**src/rtl/ecc_enc_serializer.sv**
```systemverilog
// SEC encoder (6 parity + 32 data) with a stallable, bit-hold serializer, MSB first.
// Optional macro ECC_ENC_ERR_INJ_EN adds inj_mask to corrupt the loaded codeword.
module ecc_enc_serializer #(
  parameter int unsigned BIT_CYC = 4,
  parameter int unsigned CNT_W   = 8
) (
  input  logic        clk,
  input  logic        rst_n,
  input  logic [31:0] din,
  input  logic        din_vld,
  output logic        din_rdy,
  input  logic        abort,
  input  logic        ser_rdy,
  output logic        ser_dat,
  output logic        ser_vld,
  output logic        ser_last,
  output logic        done,
`ifdef ECC_ENC_ERR_INJ_EN
  input  logic [37:0] inj_mask,
`endif
  output logic [37:0] cw
);

  typedef enum logic [1:0] {
    IDLE  = 2'd0,
    SHIFT = 2'd1,
    DONE  = 2'd2
  } state_t;

  localparam logic [CNT_W-1:0] CYC_RELOAD = CNT_W'(BIT_CYC - 1);
  localparam logic [5:0]       FIRST_BIT  = 6'd37;

  state_t           state_q,   state_d;
  logic [37:0]      cw_q,      cw_d;
  logic [37:0]      sreg_q,    sreg_d;
  logic [5:0]       bit_cnt_q, bit_cnt_d;
  logic [CNT_W-1:0] cyc_cnt_q, cyc_cnt_d;
  logic             ser_dat_q, ser_dat_d;
  logic             ser_vld_q, ser_vld_d;
  logic             ser_last_q, ser_last_d;
  logic             done_q,    done_d;

  logic [5:0]       parity;
  logic [37:0]      cw_new;

  // Odd-indexed parity bits are plain XOR, even-indexed are XNOR; the decoder relies on this.
  always_comb begin
    parity[5] =  ^{din[31], din[30], din[29], din[28], din[27], din[16], din[15],
                   din[14], din[13], din[12], din[11], din[10], din[9]};
    parity[4] = ~^{din[31], din[26], din[25], din[24], din[23], din[16], din[15],
                   din[14], din[8],  din[7],  din[6],  din[5],  din[4],  din[3]};
    parity[3] =  ^{din[30], din[26], din[22], din[21], din[20], din[13], din[12],
                   din[8],  din[7],  din[6],  din[2],  din[1],  din[0]};
    parity[2] = ~^{din[29], din[25], din[22], din[19], din[18], din[16], din[13],
                   din[11], din[10], din[8],  din[5],  din[4],  din[2],  din[1]};
    parity[1] =  ^{din[28], din[24], din[21], din[19], din[17], din[15], din[11],
                   din[9],  din[7],  din[5],  din[3],  din[2],  din[0]};
    parity[0] = ~^{din[27], din[23], din[20], din[18], din[17], din[14], din[12],
                   din[10], din[9],  din[6],  din[4],  din[3],  din[1],  din[0]};
  end

`ifdef ECC_ENC_ERR_INJ_EN
  assign cw_new = {parity, din} ^ inj_mask;
`else
  assign cw_new = {parity, din};
`endif

  always_comb begin
    // NOTE: every signal gets a default first so no path through the case infers a latch.
    state_d   = state_q;
    cw_d      = cw_q;
    sreg_d    = sreg_q;
    bit_cnt_d = bit_cnt_q;
    cyc_cnt_d = cyc_cnt_q;
    ser_vld_d = 1'b0;
    done_d    = 1'b0;

    unique case (state_q)
      IDLE: begin
        // abort blocks acceptance so a stray word cannot start during cancellation
        if (din_vld && !abort) begin
          cw_d      = cw_new;
          sreg_d    = cw_new;
          bit_cnt_d = FIRST_BIT;
          cyc_cnt_d = CYC_RELOAD;
          ser_vld_d = 1'b1;
          state_d   = SHIFT;
        end
      end
      SHIFT: begin
        ser_vld_d = 1'b1;
        if (abort) begin
          ser_vld_d = 1'b0;
          state_d   = IDLE;
        end else if (ser_rdy) begin
          if (cyc_cnt_q != '0) begin
            cyc_cnt_d = cyc_cnt_q - 1'b1;
          end else if (bit_cnt_q == '0) begin
            ser_vld_d = 1'b0;
            done_d    = 1'b1;
            state_d   = DONE;
          end else begin
            sreg_d    = {sreg_q[36:0], 1'b0};
            bit_cnt_d = bit_cnt_q - 1'b1;
            cyc_cnt_d = CYC_RELOAD;
          end
        end
      end
      DONE: begin
        state_d = IDLE;
      end
      default: begin
        state_d = IDLE;
      end
    endcase

    // Outputs are registered from next-state values so they line up with the state flops.
    ser_dat_d  = ser_vld_d & sreg_d[37];
    ser_last_d = ser_vld_d & (bit_cnt_d == '0);
  end

  // NOTE: sequential state uses non-blocking assignments only, so every flop samples pre-edge values.
  always_ff @(posedge clk or negedge rst_n) begin
    if (!rst_n) begin
      state_q    <= IDLE;
      cw_q       <= '0;
      sreg_q     <= '0;
      bit_cnt_q  <= '0;
      cyc_cnt_q  <= '0;
      ser_dat_q  <= 1'b0;
      ser_vld_q  <= 1'b0;
      ser_last_q <= 1'b0;
      done_q     <= 1'b0;
    end else begin
      state_q    <= state_d;
      cw_q       <= cw_d;
      sreg_q     <= sreg_d;
      bit_cnt_q  <= bit_cnt_d;
      cyc_cnt_q  <= cyc_cnt_d;
      ser_dat_q  <= ser_dat_d;
      ser_vld_q  <= ser_vld_d;
      ser_last_q <= ser_last_d;
      done_q     <= done_d;
    end
  end

  assign din_rdy  = (state_q == IDLE);
  assign ser_dat  = ser_dat_q;
  assign ser_vld  = ser_vld_q;
  assign ser_last = ser_last_q;
  assign done     = done_q;
  assign cw       = cw_q;

endmodule

```
**config.mk**
```make
export PLATFORM = sky130hd
export DESIGN_NAME = ecc_enc_serializer
export DESIGN_NICKNAME = d
export VERILOG_FILES = /design/src/rtl/ecc_enc_serializer.sv
export SDC_FILE = /design/constraint.sdc
export NUM_CORES = 1
export LEC_CHECK = 0
export CAP_MARGIN = 20
export CORE_MARGIN = 1
export CORE_UTILIZATION = 40
export CTS_CLUSTER_SIZE = 28
export DETAILED_ROUTE_END_ITERATION = 7
export PLACE_DENSITY = 0.66
export SYNTH_ARGS = -nofsm -noshare
export SYNTH_HDL_FRONTEND = slang
export SYNTH_SLANG_ARGS = --single-unit
export TNS_END_PERCENT = 1
```
**constraint.sdc**
```tcl
create_clock -name clk -period 2.1 [get_ports clk]
set_input_delay 0.42 -clock clk [delete_from_list [all_inputs] [get_ports clk]]
set_output_delay 0.42 -clock clk [all_outputs]
set_load 0.01 [all_outputs]
```
==> metrics.cfg <==
[sta]
finalSetupViolCount=0
drv_slew=0
fin_worst_skew_ns=0.01823
maxSlewHeadroom_pct=72.29
hold_viol_final=0
worst_pin_slew_ns=0.4127
clock.fmax_mhz=496.4
period_share_pct=95.93
setup_ws_ns=0.08551
grt_setup_unrepaired=true
layout_min_cycle_time_ns=2.014

[logic_synthesis]
synth_flop_cell=dfrtp_1
synth-async-reset-ratio_pct=100.0
synth_seq_area_share_pct=53.36
syn_avg_cell_area_um2=9.301
synth_cell_type_count=45
synthCells=484
syn_area_um2=4502
yosys_warnings=0
syn_nets=525
synth_seq_cells=96
synth_edf_count=0

[place]
placed_area_um2=5797
dp_hpwl_um=8279
gp_congestion=0.8207
io_buffers=79
pre_cts_ws_ns=-0.2224

[finish]
multiInputGateArea_um2=2021
fin_util_pct=55.24
fill_cells=993
final-seq-area_um2=2402
stdcell_area_um2=6015
num_antenna_cells=0
nets=643
drive_gt1_share_pct=12.36
syn_to_final_growth_pct=33.60

[floorplanning]
ios=80
dieArea_um2=11680
core-area_um2=10890
rows=38
die_w_um=108.1
die_h_um=108.1
initial_core_util_pct=41.35

[clock_network]
htreeDepth=3
clockBufferDepth=2
cts_sinks=96
cts.clk_slew.worst_paths_ns=0.10
clock_latency_ns=0.37
clock_tree.root_cell=clkbuf_8
cts_buffers=9
tritoncts=done

[grt]
gr-total-overflow=0
antenna_found_initial=0
first_global_vias=3827
grt_usage_pct=20.62
grt_max_degree=58
grt_pass1_wl_um=18570

[detailed_routing]
drtAntennaViolNets=0
vias_per_cell=5.013
drt-wirelength-per-cell_um=14.83
drt_wl_total_um=11080
detail_route.first_pass.iterations=5
dr_total_vias=3745
drt_iter0_markers=167
drc=0

[power]
p_leak_uw=0.002838
vdd_ir_drop_max_v=0.0004384
power_density_nw_per_um2=874.2

[setup_path]
worst_path_max_delay_cell=dfrtp_1
cp.arrival_ns=2.28
cp.required_ns=2.36
slowest_delay_ns=0.41
startpoint=cyc_cnt_q[1]$_DFFE_PN0P_
critPathMaxFanout=4
setup.worst_path.start_class=register
endpoint_kind=register
worstSetupPathType=register to register
crit_chain=inv_1 -> ha_1 -> nor3b_2 -> buf_4 -> nand2_2 -> or3_4 -> o211ai_2 -> o211ai_1 -> nor4_2
r2r_start=cyc_cnt_q[1]$_DFFE_PN0P_

[min_path]
hold_class=input port to async pin

[flow_run]
maxCapViolations=0

[status]
status=completed

-- synth_stat cells (3+ instances only) --
cell | instances | area share [%]
nand2_1 | 181 | 15
and2_1 | 3 | 0.42
nor4_1 | 3 | 0.42
inv_1 | 7 | 0.58
nand2b_1 | 4 | 0.56
dfrtp_1 | 96 | 53
nand3_1 | 38 | 4.2
xnor2_1 | 49 | 9.5
nor2_1 | 14 | 1.2
o21ai_1 | 3 | 0.33
xor2_1 | 12 | 2.3
a21oi_1 | 3 | 0.33
a22oi_1 | 3 | 0.50
ha_1 | 4 | 1.1
o211ai_1 | 5 | 0.83
buf_2 | 8 | 0.89
clkbuf_1 | 10 | 0.83
or2_1 | 4 | 0.56
and3_1 | 3 | 0.42
-- where the power goes --
group / internal, uW / leakage [uW] / switching, uW
sequential: 2250 / 0.00119 / 265
clock: 457 / 0.0000969 / 709
combinational: 858 / 0.00155 / 720
total: 3560 / 0.00284 / 1690
-- cells by family after synthesis --
family | Yosys count | synth area share, %
multiplexers | 3 | 0.6948
XOR/XNOR | 61 | 11.87
AND/OR/NAND/NOR | 264 | 25.49
buffers and inverters | 26 | 2.390
adder cells (fa/ha/maj) | 4 | 1.112
flip-flops | 96 | 53.36
AO/OA/AOI/OAI | 30 | 5.086
-- what timing repair did --
item                                    CTS  global route
buffers inserted                          0             0
hold buffers                              1             0
endpoints found under the setup margin    1            26
pin swaps                                 0             1
resized for setup                         1             5
endpoints found under the hold margin     6             0
-- metrics by stage --
| stage | setup TNS (ns) | std cells | power, uW | hold slack (ns) |
|---|---|---|---|---|
| 6_report | 0 | 747 | 5258 | 0.4053 |
| 3_3_place_gp | -4.161 | 730 | 4082 | 0.2478 |
| 4_1_cts | 0 | 747 | 5303 | 0.3929 |
| 5_1_grt | -0.01495 | 747 | 5593 | 0.4132 |
| 2_1_floorplan | 0 | 484 | 3298 | 0.1244 |
| 3_5_place_dp | -6.458 | 730 | 4127 | 0.2495 |
-- flip-flops by register name, summed over array words and instances (netlist names) --
register   count
ser_last       1
bit_cnt_q      6
state_q        2
cyc_cnt_q      8
ser_dat        1
cw            38
sreg_q        38
ser_vld        1
done           1
-- cell type report --
| cell class | count | share of cell area, % |
|---|---|---|
| clock buffers | 9 | 2.059 |
| clock inverters | 7 | 0.9985 |
| inverters | 7 | 0.4369 |
| multi-input cells | 362 | 33.60 |
| flip-flops and latches | 96 | 39.94 |
| well taps | 140 | 2.912 |
| repair buffers | 126 | 20.05 |
-- worst max-delay path, delay by kind of cell, from the launching register on --
kind | cells | cell delay [ns]
AOI/OAI and AO/OA | 2 | 0.30
and+or+nand+nor | 4 | 0.84
buffers and inverters | 2 | 0.23
adders and majority gates | 1 | 0.13
DFF | 1 | 0.41
-- placed cells by master, fill, tap and decap left out, types with 4 or more instances in the layout --
cell               n
ha_1               4
dfrtp_1           96
or2_1              4
clkdlybuf4s50_1   78
inv_6              4
nand2_1          181
nand2b_1           4
o211ai_1           5
nand3_1           38
inv_1              7
clkbuf_8           9
buf_4             42
xnor2_1           49
buf_12             5
xor2_1            12
nor2_1            12
-- final timing paths --
kind,endpoint,slack [ns],depth (start not counted)
max,ser_last$_DFF_PN0_,0.09,9
min,cyc_cnt_q[7]$_DFFE_PN0P_,0.41,2
max reg2reg,ser_last$_DFF_PN0_,0.09,9
min reg2reg,cw[29]$_DFFE_PN0P_,0.49,2
max in group asynchronous,cw[36]$_DFFE_PN0P_,1.07,3
min in group clk,cw[29]$_DFFE_PN0P_,0.49,2
-- per-layer routing --
metal,share of wire (%),wire length [um],vias up,global-route usage (%)
met1,46,5070,1823,27.54
met2,48,5330,94,33.67
met5,0,0,-,0
met4,1.3,144,0,5.675
met3,4.8,530,15,4.641
li1,-,-,1813,-
Power figures use the tool's default switching activity.
